<file path="src/rtl/que_sched.sv">
// -----------------------------------------------------------------------------
// que_sched
//
// Round-robin scheduler that funnels NUM_REQ producer streams into an external
// queue and passes the queue head straight through to a single consumer.
// A health monitor can interrupt operation: an intermittent failure clears the
// queue and holds everything off for FLUSH_CYCLES cycles, a permanent failure
// locks the block until reset.
//
// Optional feature (compile-time macro QUE_SCHED_STATS_EN):
//   defined   -> flush_count counts RUN->FLUSH and RUN->LOCK transitions,
//                saturating at 16'hFFFF
//   undefined -> flush_count is tied to zero, no counter is built
//
// Ports
//   clk, rst            clock, synchronous active-high reset
//   inter_fail          intermittent health-test failure pulse
//   perm_fail           permanent health-test failure
//   req_valid/req_data  per-producer word available / words (i at [i*WIDTH+:WIDTH])
//   req_ready           one-hot grant back to the producers
//   fifo_wdata/enque    queue write port
//   fifo_deque/flush    queue pop / clear
//   fifo_rdata          queue head, valid in the dequeue cycle
//   fifo_full/empty     queue status
//   out_valid/ready/data consumer handshake (combinational pass-through)
//   locked              permanent-failure lockout indicator
//   flush_count         flush-event counter
// -----------------------------------------------------------------------------
module que_sched #(
  parameter int NUM_REQ      = 2,
  parameter int WIDTH        = 256,
  parameter int FLUSH_CYCLES = 4
) (
  input  logic                     clk,
  input  logic                     rst,
  input  logic                     inter_fail,
  input  logic                     perm_fail,
  input  logic [NUM_REQ-1:0]       req_valid,
  input  logic [NUM_REQ*WIDTH-1:0] req_data,
  output logic [NUM_REQ-1:0]       req_ready,
  output logic [WIDTH-1:0]         fifo_wdata,
  output logic                     fifo_enque,
  output logic                     fifo_deque,
  output logic                     fifo_flush,
  input  logic [WIDTH-1:0]         fifo_rdata,
  input  logic                     fifo_full,
  input  logic                     fifo_empty,
  output logic                     out_valid,
  input  logic                     out_ready,
  output logic [WIDTH-1:0]         out_data,
  output logic                     locked,
  output logic [15:0]              flush_count
);

  localparam int IDX_W = (NUM_REQ > 1) ? $clog2(NUM_REQ) : 1;

  typedef enum logic [1:0] {
    S_RUN   = 2'd0,
    S_FLUSH = 2'd1,
    S_LOCK  = 2'd2
  } state_t;

  state_t           state;
  logic [IDX_W-1:0] last_grant;
  logic [7:0]       flush_left;

  logic             active;
  logic             gnt_found;
  logic [IDX_W-1:0] gnt_idx;
  logic             grant_en;

  // Traffic may move only in a clean RUN cycle: any reset or failure seen this
  // cycle already blocks grants and dequeues and clears the queue.
  always_comb begin
    active = (state == S_RUN) && !rst && !inter_fail && !perm_fail;
  end

  // Round-robin search starting one past the last granted producer.
  always_comb begin
    int cand;
    cand      = 0;
    gnt_found = 1'b0;
    gnt_idx   = '0;
    for (int i = 1; i <= NUM_REQ; i++) begin
      cand = (int'(last_grant) + i) % NUM_REQ;
      if (!gnt_found && req_valid[IDX_W'(cand)]) begin
        gnt_found = 1'b1;
        gnt_idx   = IDX_W'(cand);
      end
    end
  end

  // A full queue blocks enqueue even if a dequeue frees a slot this cycle.
  always_comb begin
    grant_en = active && !fifo_full && gnt_found;
  end

  always_comb begin
    req_ready  = '0;
    fifo_wdata = '0;
    if (grant_en) begin
      req_ready = NUM_REQ'(1) << gnt_idx;
      for (int i = 0; i < NUM_REQ; i++) begin
        if (gnt_idx == IDX_W'(i)) begin
          fifo_wdata = req_data[i*WIDTH +: WIDTH];
        end
      end
    end
  end

  assign fifo_enque = grant_en;
  assign out_valid  = active && !fifo_empty;
  assign fifo_deque = out_valid && out_ready;
  assign out_data   = fifo_rdata;
  assign fifo_flush = !active;
  assign locked     = (state == S_LOCK);

  // Reset beats permanent failure, which beats intermittent failure.
  always_ff @(posedge clk) begin
    if (rst) begin
      state      <= S_RUN;
      last_grant <= IDX_W'(NUM_REQ - 1);
      flush_left <= '0;
    end else if (perm_fail) begin
      state      <= S_LOCK;
      flush_left <= '0;
    end else if (inter_fail && (state != S_LOCK)) begin
      state      <= S_FLUSH;
      flush_left <= 8'(FLUSH_CYCLES);
    end else begin
      case (state)
        S_FLUSH: begin
          if (flush_left <= 8'd1) begin
            // Leaving flush restarts arbitration at producer 0.
            state      <= S_RUN;
            flush_left <= '0;
            last_grant <= IDX_W'(NUM_REQ - 1);
          end else begin
            flush_left <= flush_left - 8'd1;
          end
        end
        S_RUN: begin
          if (grant_en) begin
            last_grant <= gnt_idx;
          end
        end
        default: begin
        end
      endcase
    end
  end

`ifdef QUE_SCHED_STATS_EN
  function automatic logic [15:0] sat_inc16(input logic [15:0] v);
    return (v == 16'hFFFF) ? v : v + 16'd1;
  endfunction

  logic [15:0] flush_count_q;

  // Only transitions out of RUN are counted; re-flushes and lock from FLUSH
  // are part of an event already counted.
  always_ff @(posedge clk) begin
    if (rst) begin
      flush_count_q <= '0;
    end else if ((state == S_RUN) && (perm_fail || inter_fail)) begin
      flush_count_q <= sat_inc16(flush_count_q);
    end
  end

  assign flush_count = flush_count_q;
`else
  assign flush_count = 16'h0000;
`endif

endmodule

</file>
<file path="config.mk">
export PLATFORM = sky130hd
export DESIGN_NAME = que_sched
export DESIGN_NICKNAME = d
export VERILOG_FILES = /design/src/rtl/que_sched.sv
export SDC_FILE = /design/constraint.sdc
export NUM_CORES = 1
export LEC_CHECK = 0
export CELL_PAD_IN_SITES_DETAIL_PLACEMENT = 1
export CELL_PAD_IN_SITES_GLOBAL_PLACEMENT = 2
export CORE_AREA = 2 2 517 519
export CTS_BUF_LIST = sky130_fd_sc_hd__clkbuf_8
export CTS_CLUSTER_SIZE = 30
export DETAILED_ROUTE_END_ITERATION = 12
export DIE_AREA = 0 0 519 521
export PLACE_DENSITY_LB_ADDON = 0.3
export SYNTH_ARGS = -nofsm -noshare
export SYNTH_HDL_FRONTEND = slang
export SYNTH_SLANG_ARGS = --single-unit
</file>
<file path="constraint.sdc">
create_clock -name clk -period 6.4 [get_ports clk]
set_input_delay 1.6 -clock clk [delete_from_list [all_inputs] [get_ports clk]]
set_output_delay 1.6 -clock clk [all_outputs]
set_load 0.005 [all_outputs]
</file>
==> impl_metrics.py <==
metrics = {
    "logic_synthesis": {
        "syn_area_sq_um": 6780,
        "ys_warn_count": 0,
        "ys.flop_type": "dfxtp_1",
        "ys_ff_latch": 11,
        "synth_seq_area_share": 0.0325,
        "synth-edff-count": 0,
        "yosys-top-cells-area": "mux2i_1 38%, buf_4 30%, nor2_1 13%",
        "syn_area_per_cell_sq_um": 7.39,
        "synth.top_cell.area_share": 0.381,
        "ys_async_sr_fraction": 0,
        "yosys.area.top_type": "mux2i_1",
        "ys_types": 32,
        "synth_common_cells": "273 x buf_4, 258 x mux2i_1, 227 x nor2_1",
        "synth_cells": 918,
        "synth.most_common_cell": "buf_4",
    },
    "cts": {
        "cts_resized": 0,
        "root_buffer": "clkbuf_8",
        "postCtsSetupBuffers": 0,
        "path_clk_slew_ns": 0.05,
        "cts_max_level": 1,
        "clock_latency_ns": 0.24,
        "cts_tree": "built",
        "cts_max_path_buffers": 2,
        "cts_buffers": 3,
        "holdBufCountCts": 0,
        "cts_sinks": 11,
    },
    "worst_setup_path": {
        "crit_buf_inv": 3,
        "cp.arrival_ns": 4.49,
        "critical_path.top_delay_family": "simple AND/OR/NAND/NOR gates",
        "crit_path_end_kind": "primary output",
        "start_kind": "input port",
        "crit_required_ns": 4.80,
        "path_class": "in2out",
        "cp_cell_sequence": "clkdlybuf4s50_1 -> or2_2 -> or2_1 -> or3_4 -> buf_12 -> nor2_1 -> clkdlybuf4s50_1",
        "crit_slowest_cell": "clkdlybuf4s50_1",
        "cpPeakStageDelay_ns": 0.60,
        "cp_max_fo": 30,
        "cp_common_cell": "clkdlybuf4s50_1",
    },
    "placement": {
        "gp_congestion": 0.865,
        "port_buffers": 782,
        "postPlaceCellArea_sq_um": 17800,
        "place_ws_ns": 0.285,
        "dp_hpwl_mm": 150,
    },
    "grt": {
        "track_usage": 0.111,
        "grt_overflow_total": 0,
        "grt_max_degree": 49,
        "grt_pass1_vias": 9207,
        "grt_pass1_wl_mm": 178,
        "antenna_found_initial": 175,
    },
    "timing": {
        "layout_min_cycle_time_ns": 6.09,
        "holdWs_ns": 0.481,
        "tightestPinTransition_ns": 1.01,
        "final.setup.tns_ns": 0,
        "drv_slew": 0,
        "maxSlewHeadroom": 0.328,
        "setup_slack_ns": 0.315,
        "rsz0062_at_grt": "no",
        "setup_viol": 0,
        "period_share": 0.951,
        "skew_ns": 0.00102,
        "max_freq_mhz": 164,
        "hold_violations": 0,
    },
    "final_layout": {
        "drive_above_1_share": 0.116,
        "areaGrowthSynthToFinish_pct": 164,
        "finalInstanceArea_sq_um": 17900,
        "final_net_count": 2197,
    },
    "pwr": {
        "power_density_nw_per_um2": 41.8,
        "seqPwrFrac": 0.102,
        "pwr-share-comb": 0.805,
        "p_sw_mw": 0.259,
        "p_leak_nw": 6.71,
        "internal_power_mw": 0.491,
        "p_clk_frac": 0.093,
        "vdd_drop_max_mv": 0.0494,
        "p_sw_frac": 0.345,
    },
    "route": {
        "wire_per_inst_microns": 31.5,
        "remaining_drc_errors": 0,
        "wl_mm": 157,
        "firstDrtPassIters": 5,
        "antenna_left": 0,
        "avgViaCountPerCell": 1.85,
        "vias": 9239,
        "drtIter0Drc": 436,
    },
    "floorplanning": {
        "die_y_microns": 521,
        "die_w_microns": 519,
        "boundaryPins": 1312,
        "rows": 189,
        "die_area_sq_um": 270000,
        "floorplan.initialDensity": 0.0257,
        "core_area_sq_um": 264000,
    },
    "flow_run": {
        "cap_violations": 0,
    },
    "status": {
        "status": "finished clean",
    },
    "min_path": {
        "hp-class": "reg2reg",
    },
}
## per-stage QoR
stage / util / total power [mW] / cells
2_1_floorplan: - / 0.345 / 933
3_3_place_gp: 0.0672 / 0.703 / 4946
3_5_place_dp: 0.0672 / 0.701 / 4946
4_1_cts: 0.0674 / 0.778 / 4950
5_1_grt: 0.0675 / 0.801 / 4957
6_report: 0.0678 / 0.750 / 4989
## power by group through the flow
stage	registers [mW]	clock network, mW	logic, mW
detailed placement	0.0790	0	0.622
global placement	0.0790	0	0.624
global route	0.0776	0.0778	0.646
floorplan	0.0725	0	0.272
finish	0.0765	0.0699	0.603
CTS	0.0774	0.0748	0.625
## final timing paths
| kind | start | endpoint | slack [ns] | depth (start not counted) |
|---|---|---|---|---|
| setup / recovery | perm_fail | fifo_wdata[159] | 0.31 | 7 |
| hold / removal | flush_left[4] | flush_left[4] | 0.48 | 2 |
| setup reg to reg | state[1] | last_grant | 4.30 | 7 |
| hold reg to reg | flush_left[4] | flush_left[4] | 0.48 | 2 |
## per-layer routing
layer / vias up / track usage / wire length [microns]
met2: 1019 / 0.168 / 65800
met3: 424 / 0.109 / 34800
met4: 128 / 0.0272 / 5410
met5: - / 0 / 877
li1: 3777 / - / -
met1: 3891 / 0.106 / 50400
## state kept, by name, summed over array words and instances, names as in the netlist
| name | count |
|---|---|
| flush_left | 8 |
| state | 2 |
| last_grant | 1 |
## cell usage in the layout, fill, tap and decap left out, types with 2 or more instances in the layout
cell	Yosys	layout
a21oi_1	7	7
clkbuf_8	0	3
mux2i_1	258	258
nor2_4	20	20
buf_4	273	26
o21ai_0	2	2
ha_1	2	2
or3_1	8	7
and2_1	3	3
nor2_2	18	18
conb_1	1	16
diode_2	0	39
inv_1	5	6
dfxtp_1	11	10
nor2_1	227	227
buf_12	0	94
clkdlybuf4s50_1	0	690
nor3_1	2	2
nor2b_1	2	2
nand2_1	9	9
nand2b_1	3	3
## worst register-to-register path, stage by stage, from the launching register on
cell	delay [ns]
dfxtp_1	0.38
or3_1	0.38
or2_1	0.28
or3_4	0.39
buf_12	0.19
inv_1	0.15
and2_1	0.16
nor2_1	0.05
## kinds of logic after synthesis
| family | share of synthesized area |
|---|---|
| and+or+nand+nor | 0.205 |
| adders and majority gates | 0.00369 |
| DFF | 0.0325 |
| other | 0.000553 |
| buffers and inverters | 0.368 |
| AOI/OAI and AO/OA | 0.00941 |
| muxes | 0.381 |
## final cells by class
| cell class | instances | area [sq um] |
|---|---|---|
| diodes | 39 | 97.6 |
| clock buffers | 3 | 41.3 |
| clock inverters | 1 | 3.75 |
| fillers | 31500 | 246000 |
| inverters | 5 | 18.8 |
| multi-input cells | 587 | 4130 |
| flip-flops and latches | 11 | 224 |
| well taps | 3533 | 4420 |
| repair buffers | 810 | 8980 |
No activity file was read; power rests on OpenSTA's default activity.
==> RTL change 1 (config.mk and constraints unchanged) <==
The parameter `NUM_REQ` goes from 2 to 4.
--- a/src/rtl/que_sched.sv
+++ b/src/rtl/que_sched.sv
@@ -27,7 +27,7 @@
 //   flush_count         flush-event counter
 // -----------------------------------------------------------------------------
 module que_sched #(
-  parameter int NUM_REQ      = 2,
+  parameter int NUM_REQ      = 4,
   parameter int WIDTH        = 256,
   parameter int FLUSH_CYCLES = 4
 ) (
Interface: changed (resized req_data, req_ready and req_valid); port bits go from 1312 to 1828. No check against the original RTL was run, so the function may have changed too.
==> RTL change 1 against the unedited design <==
Final area is 57% higher. Sequential share of layout area is 0.40 points lower. Global-route usage is 6.4 points higher. Wire length is 59% higher. Worst setup slack worse by 0.31 ns. Largest cell class unchanged. Sequential cell count is 1 higher. Synthesized area is 64% higher. Critical path type unchanged. Power is 140% higher.
==> RTL change 1: results (changes against the unedited design) <==
| Metric | Value |
|---|---|
| Mapped Cells | `1914 (+110%)` |
| Distinct cell type count after synthesis | `51 (+59%)` |
| Synth area leaders | `buf_4 (19%), nand2_1 (15%), a311oi_1 (13%)` |
| Number of nets in the layout | `4239 (+93%)` |
| Initial antenna violation count | `264 (+51%)` |
| Total Routing Usage GR | `0.175 (+0.0642)` |
| Placed insts | `6472 (+31%)` |
| Hold_sp | `flush_left[6]$_SDFFE_PP0P_` |
| Initial DRC Count | `1913 (+340%)` |
| CTS sink cnt | `12 (+1)` |
| CP Max Fanout | `38 (+27%)` |
| VDD IR-drop max | `41.8 uV (-15%)` |
| Share of layout cells above drive strength 1 | `0.0954 (-0.0203)` |
| Leak | `8.79 nW (+31%)` |
| Seq/Total Area, Yosys | `0.0217 (-0.0108)` |
| Wire length of the first global-routing pass | `300000 um (+68%)` |
| Critical Path Start | `req_valid[0]` |
| Vias in the first global route | `21400 (+130%)` |
| Number of fill cells | `31700 (+0.66%)` |
| Synth top cells by count | `nand2_1 (429), buf_4 (283), nor3_1 (173), o21ai_0 (173), a311oi_1 (168)` |
| DP HPWL | `230000 um (+53%)` |
| CTS buffer count | `3 (unchanged)` |
| Largest net degree at the start of global routing | `81 (+65%)` |
| Hold_buf cts | `0 (unchanged)` |
| Via count | `21500 (+130%)` |
| Slew @ Worst Pin | `1.12 ns (+0.117 ns)` |
| Post-Route WL | `250000 um (+59%)` |
| Port buffer count | `1299 (+66%)` |
| Worst Skew | `0.00462 ns (+0.00360 ns)` |
| CP top delay family | `buffers and inverters` |
| Final Wtd Congestion | `1.04 (+20%)` |
| Worst EP arrival | `4.79 ns (+0.30 ns)` |
| Vias per std cell | `3.29 (+78%)` |
| Status | `finished, final reports clean` |
[RTL change 1: cell types whose count changed in the layout (fill, tap and decap cells not counted), sizes merged, moves of 168 or more]
cell,before,now
a311oi,0,168
clkdlybuf4s50,690,1257
mux2i,258,0
nand2,9,430
nor2,265,42
nor3,2,173
o21ai,2,236
[RTL change 1: worst paths after layout]
path	endpoint	depth (start not counted)	slack (ns)
worst max-delay path	fifo_wdata[77]	10	0.009
worst min-delay path	flush_left[6]$_SDFFE_PP0P_	2	0.54
worst max register to register	last_grant[0]$_SDFFE_PP1P_	8	3.96
worst min register to register	flush_left[6]$_SDFFE_PP0P_	2	0.54
[RTL change 1: stage by stage]
stage	util	worst slack [ns]	hold slack (ns)	power, mW	area (um2)
final	0.107	0.00852	0.541	1.77	28200
after global routing	0.106	0.00269	0.594	1.86	28100
after CTS	0.106	-0.00170	0.543	1.79	28000
after detailed placement	0.105	-0.472	0.521	1.68	27700
after global placement	0.105	-0.434	0.502	1.69	27700
after floorplan	-	1.84	0.485	0.624	11100
[RTL change 1: final cells by class]
type                       count  area [um2]  area share
antenna                       59         148     0.00524
inverter                       7        52.6     0.00187
sequential                    12         240     0.00853
multi-input combinational   1430        8080       0.287
timing repair buffer        1492       15200       0.539
tap                         3533        4420       0.157
clock buffer                   4        55.1     0.00195
[RTL change 1: what timing repair did]
action | in CTS | in global routing
setup endpoints to repair | 32 | 54
pin swaps | 4 | 3
gates resized for setup | 38 | 10
setup buffers | 1 | 1
[RTL change 1: routing by layer]
| metal | share of wire | GRT usage | up-vias |
|---|---|---|---|
| met3 | 0.075 | 0.0445 | 562 |
| met1 | 0.40 | 0.213 | 10500 |
| li1 | - | - | 8799 |
| met2 | 0.48 | 0.302 | 1546 |
| met4 | 0.038 | 0.0545 | 68 |
| met5 | 0.0018 | 0 | - |
[RTL change 1: cell families after synthesis]
logic type | Yosys count | share of synthesized area
mux | 1 | 0.00135
buf+inv | 487 | 0.283
fa+ha+maj | 2 | 0.00226
compound gates | 603 | 0.366
simple gates | 802 | 0.321
other cells | 1 | 0.000338
xor+xnor | 6 | 0.00474
flops | 12 | 0.0217
[RTL change 1: tightest hold or removal path, cell delays in order (launching register included)]
cell	delay, ns
dfxtp_1	0.35
xnor2_1	0.08
nor2_1	0.08
[RTL change 1: power breakdown]
part | internal, mW | total, mW | switching [mW]
logic | 0.826 | 1.60 | 0.779
registers | 0.0765 | 0.0800 | 0.00355
clock network | 0.0544 | 0.0847 | 0.0303
==> RTL change 2 (config.mk and constraints unchanged) <==
Made on the original files. Encoding of `state_t`: now one-hot (3 bits for 3 states).
--- a/src/rtl/que_sched.sv
+++ b/src/rtl/que_sched.sv
@@ -54,10 +54,10 @@
 
   localparam int IDX_W = (NUM_REQ > 1) ? $clog2(NUM_REQ) : 1;
 
-  typedef enum logic [1:0] {
-    S_RUN   = 2'd0,
-    S_FLUSH = 2'd1,
-    S_LOCK  = 2'd2
+  typedef enum logic [2:0] {
+    S_RUN   = 3'b001,
+    S_FLUSH = 3'b010,
+    S_LOCK  = 3'b100
   } state_t;
 
   state_t           state;
Behaviour: same outputs for any inputs over 4 cycles, from zero or initial values and one cycle with rst high; so few cycles prove little.
==> RTL change 2 against the unedited design <==
Hold slack better by 0.047 ns. Power fell by 5.3%. Final area is 3.1% lower. Combinational power shrank 7.6%. Fmax increased by 4.7%. Wire length down 3.3%. Sequential power increased by 7.2%. Synthesized area is 2.2% lower. Via count up 2.5%. Synthesized cell count unchanged. Worst setup slack better by 0.28 ns. Sequential cell count increased by 1. Register-to-register slack better by 0.17 ns.
==> RTL change 2: results (changes against the unedited design) <==
| Metric | Value |
|---|---|
| Hold Slack | `0.528 ns (+0.0469 ns)` |
| Number of nets in the layout | `2203 (+0.27%)` |
| FF-to-FF End | `last_grant$_SDFFE_PP1P_` |
| Slew @ Worst Pin | `1.03 ns (+0.0236 ns)` |
| Initial DRT Pass Iterations | `5 (unchanged)` |
| H-tree Lvls | `1 (unchanged)` |
| Critical Path Start | `perm_fail` |
| CP Max Fanout | `33 (+10%)` |
| Distinct cell type count after synthesis | `35 (+9.4%)` |
| Largest net degree at the start of global routing | `64 (+31%)` |
| Post-synth ARST share | `0 (unchanged)` |
| Synth area leaders | `mux2i_1 (39%), buf_4 (31%), nor2_1 (14%)` |
| Critical path endpoint | `fifo_wdata[27]` |
| VDD IR-drop max | `33.0 uV (-33%)` |
| Vias per std cell | `1.90 (+2.4%)` |
| Clock transition at path regs | `0.05 ns (about the same)` |
| Most used DFF post-synth | `dfxtp_1` |
| Synth top cells by count | `buf_4 (273), mux2i_1 (256), nor2_1 (255)` |
| Initial antenna violation count | `191 (+9.1%)` |
| Crit Reg-Reg Startpoint | `state[0]$_SDFFE_PP1P_` |
| CP peak stage delay | `0.64 ns (+0.04 ns)` |
| Initial DRC Count | `398 (-8.7%)` |
| Largest registers | `flush_left x8, state x3, last_grant x1` |
| DP HPWL | `145000 um (-3.6%)` |
| Adder-cell share of the synthesized area | `0.00377 (+0.0000835)` |
| R2R depth | `5 (-2)` |
| Hold_sp | `flush_left[7]$_SDFFE_PP0P_` |
| Net Sw Frac | `0.329 (-0.0161)` |
| Worst Hold Path Cells | `2 (unchanged)` |
| Leak | `6.62 nW (-1.4%)` |
| Final setup violation count | `0 (unchanged)` |
| Clock latency on the worst-skew pair | `0.24 ns (about the same)` |
| Seq/Total Area, Yosys | `0.0362 (+0.00375)` |
| Detailed-route wire length per cell | `30.4 um (-3.4%)` |
| WHS Endpoint | `flush_left[7]$_SDFFE_PP0P_` |
| Total Routing Usage GR | `0.107 (-0.00404)` |
| Avg Cell Area, Syn | `7.22 um2 (-2.2%)` |
| Root Buffer Master | `clkbuf_8` |
| Via count | `9473 (+2.5%)` |
| Final Wtd Congestion | `0.902 (+4.3%)` |
| CP top delay family | `buffers and inverters` |
| Syn. warnings | `0 (unchanged)` |
| Multiplexer share of the synthesized area | `0.386 (+0.00560)` |
| Synth Area in Compound Gates | `0.00604 (-0.00337)` |
| Post-CTS Setup Bufs | `0 (unchanged)` |
| Post-Synth XOR/XNOR Area | `0.00925 (+0.00925)` |
| Worst EP arrival | `4.21 ns (-0.28 ns)` |
| DP Area | `17200 um2 (-3.1%)` |
| Share of layout cells above drive strength 1 | `0.0864 (-0.0293)` |
| Vias in the first global route | `9293 (+0.93%)` |
| Worst Skew | `0.00451 ns (+0.00349 ns)` |
| Placed insts | `4952 (+0.12%)` |
| Wire length of the first global-routing pass | `173000 um (-2.8%)` |
| Status | `finished, final reports clean` |
| R2R Setup Slk | `4.47 ns (+0.17 ns)` |
| Number of fill cells | `31600 (+0.35%)` |
==> RTL change 2: layer usage <==
metal  track usage  routed length, um
met4        0.0251               6240
met1        0.0932              44700
met5             0                635
met2         0.179              68400
met3        0.0997              32100
==> RTL change 2: layout make-up <==
type / instances / area, um2 / area share
diodes: 39 / 97.6 / 0.00562
clock buffers: 3 / 41.3 / 0.00238
clock inverters: 1 / 3.75 / 0.000216
inverters: 6 / 22.5 / 0.00130
multi-input cells: 585 / 3990 / 0.230
flip-flops and latches: 12 / 244 / 0.0140
well taps: 3533 / 4420 / 0.254
repair buffers: 816 / 8550 / 0.492
==> RTL change 2: worst register-to-register path, delay by kind of cell (launching register included) <==
family                 cells  cell delay, ns
AO/OA/AOI/OAI              1            0.06
buffers and inverters      1            0.32
flip-flops                 1            0.45
AND/OR/NAND/NOR            3            0.96
==> RTL change 2: per-stage QoR <==
| stage | worst slack [ns] | utilization |
|---|---|---|
| global route | 0.418 | 0.0654 |
| global placement | 0.582 | 0.0652 |
| detailed placement | 0.549 | 0.0652 |
| floorplan | 2.40 | - |
| finish | 0.590 | 0.0657 |
| CTS | 0.540 | 0.0653 |
==> RTL change 2: power groups by stage <==
stage / sequential, mW / clock (mW) / combinational (mW)
2_1_floorplan: 0.0801 / 0 / 0.247
3_3_place_gp: 0.0839 / 0 / 0.567
3_5_place_dp: 0.0839 / 0 / 0.567
4_1_cts: 0.0823 / 0.0748 / 0.571
5_1_grt: 0.0825 / 0.0769 / 0.592
6_report: 0.0820 / 0.0711 / 0.557
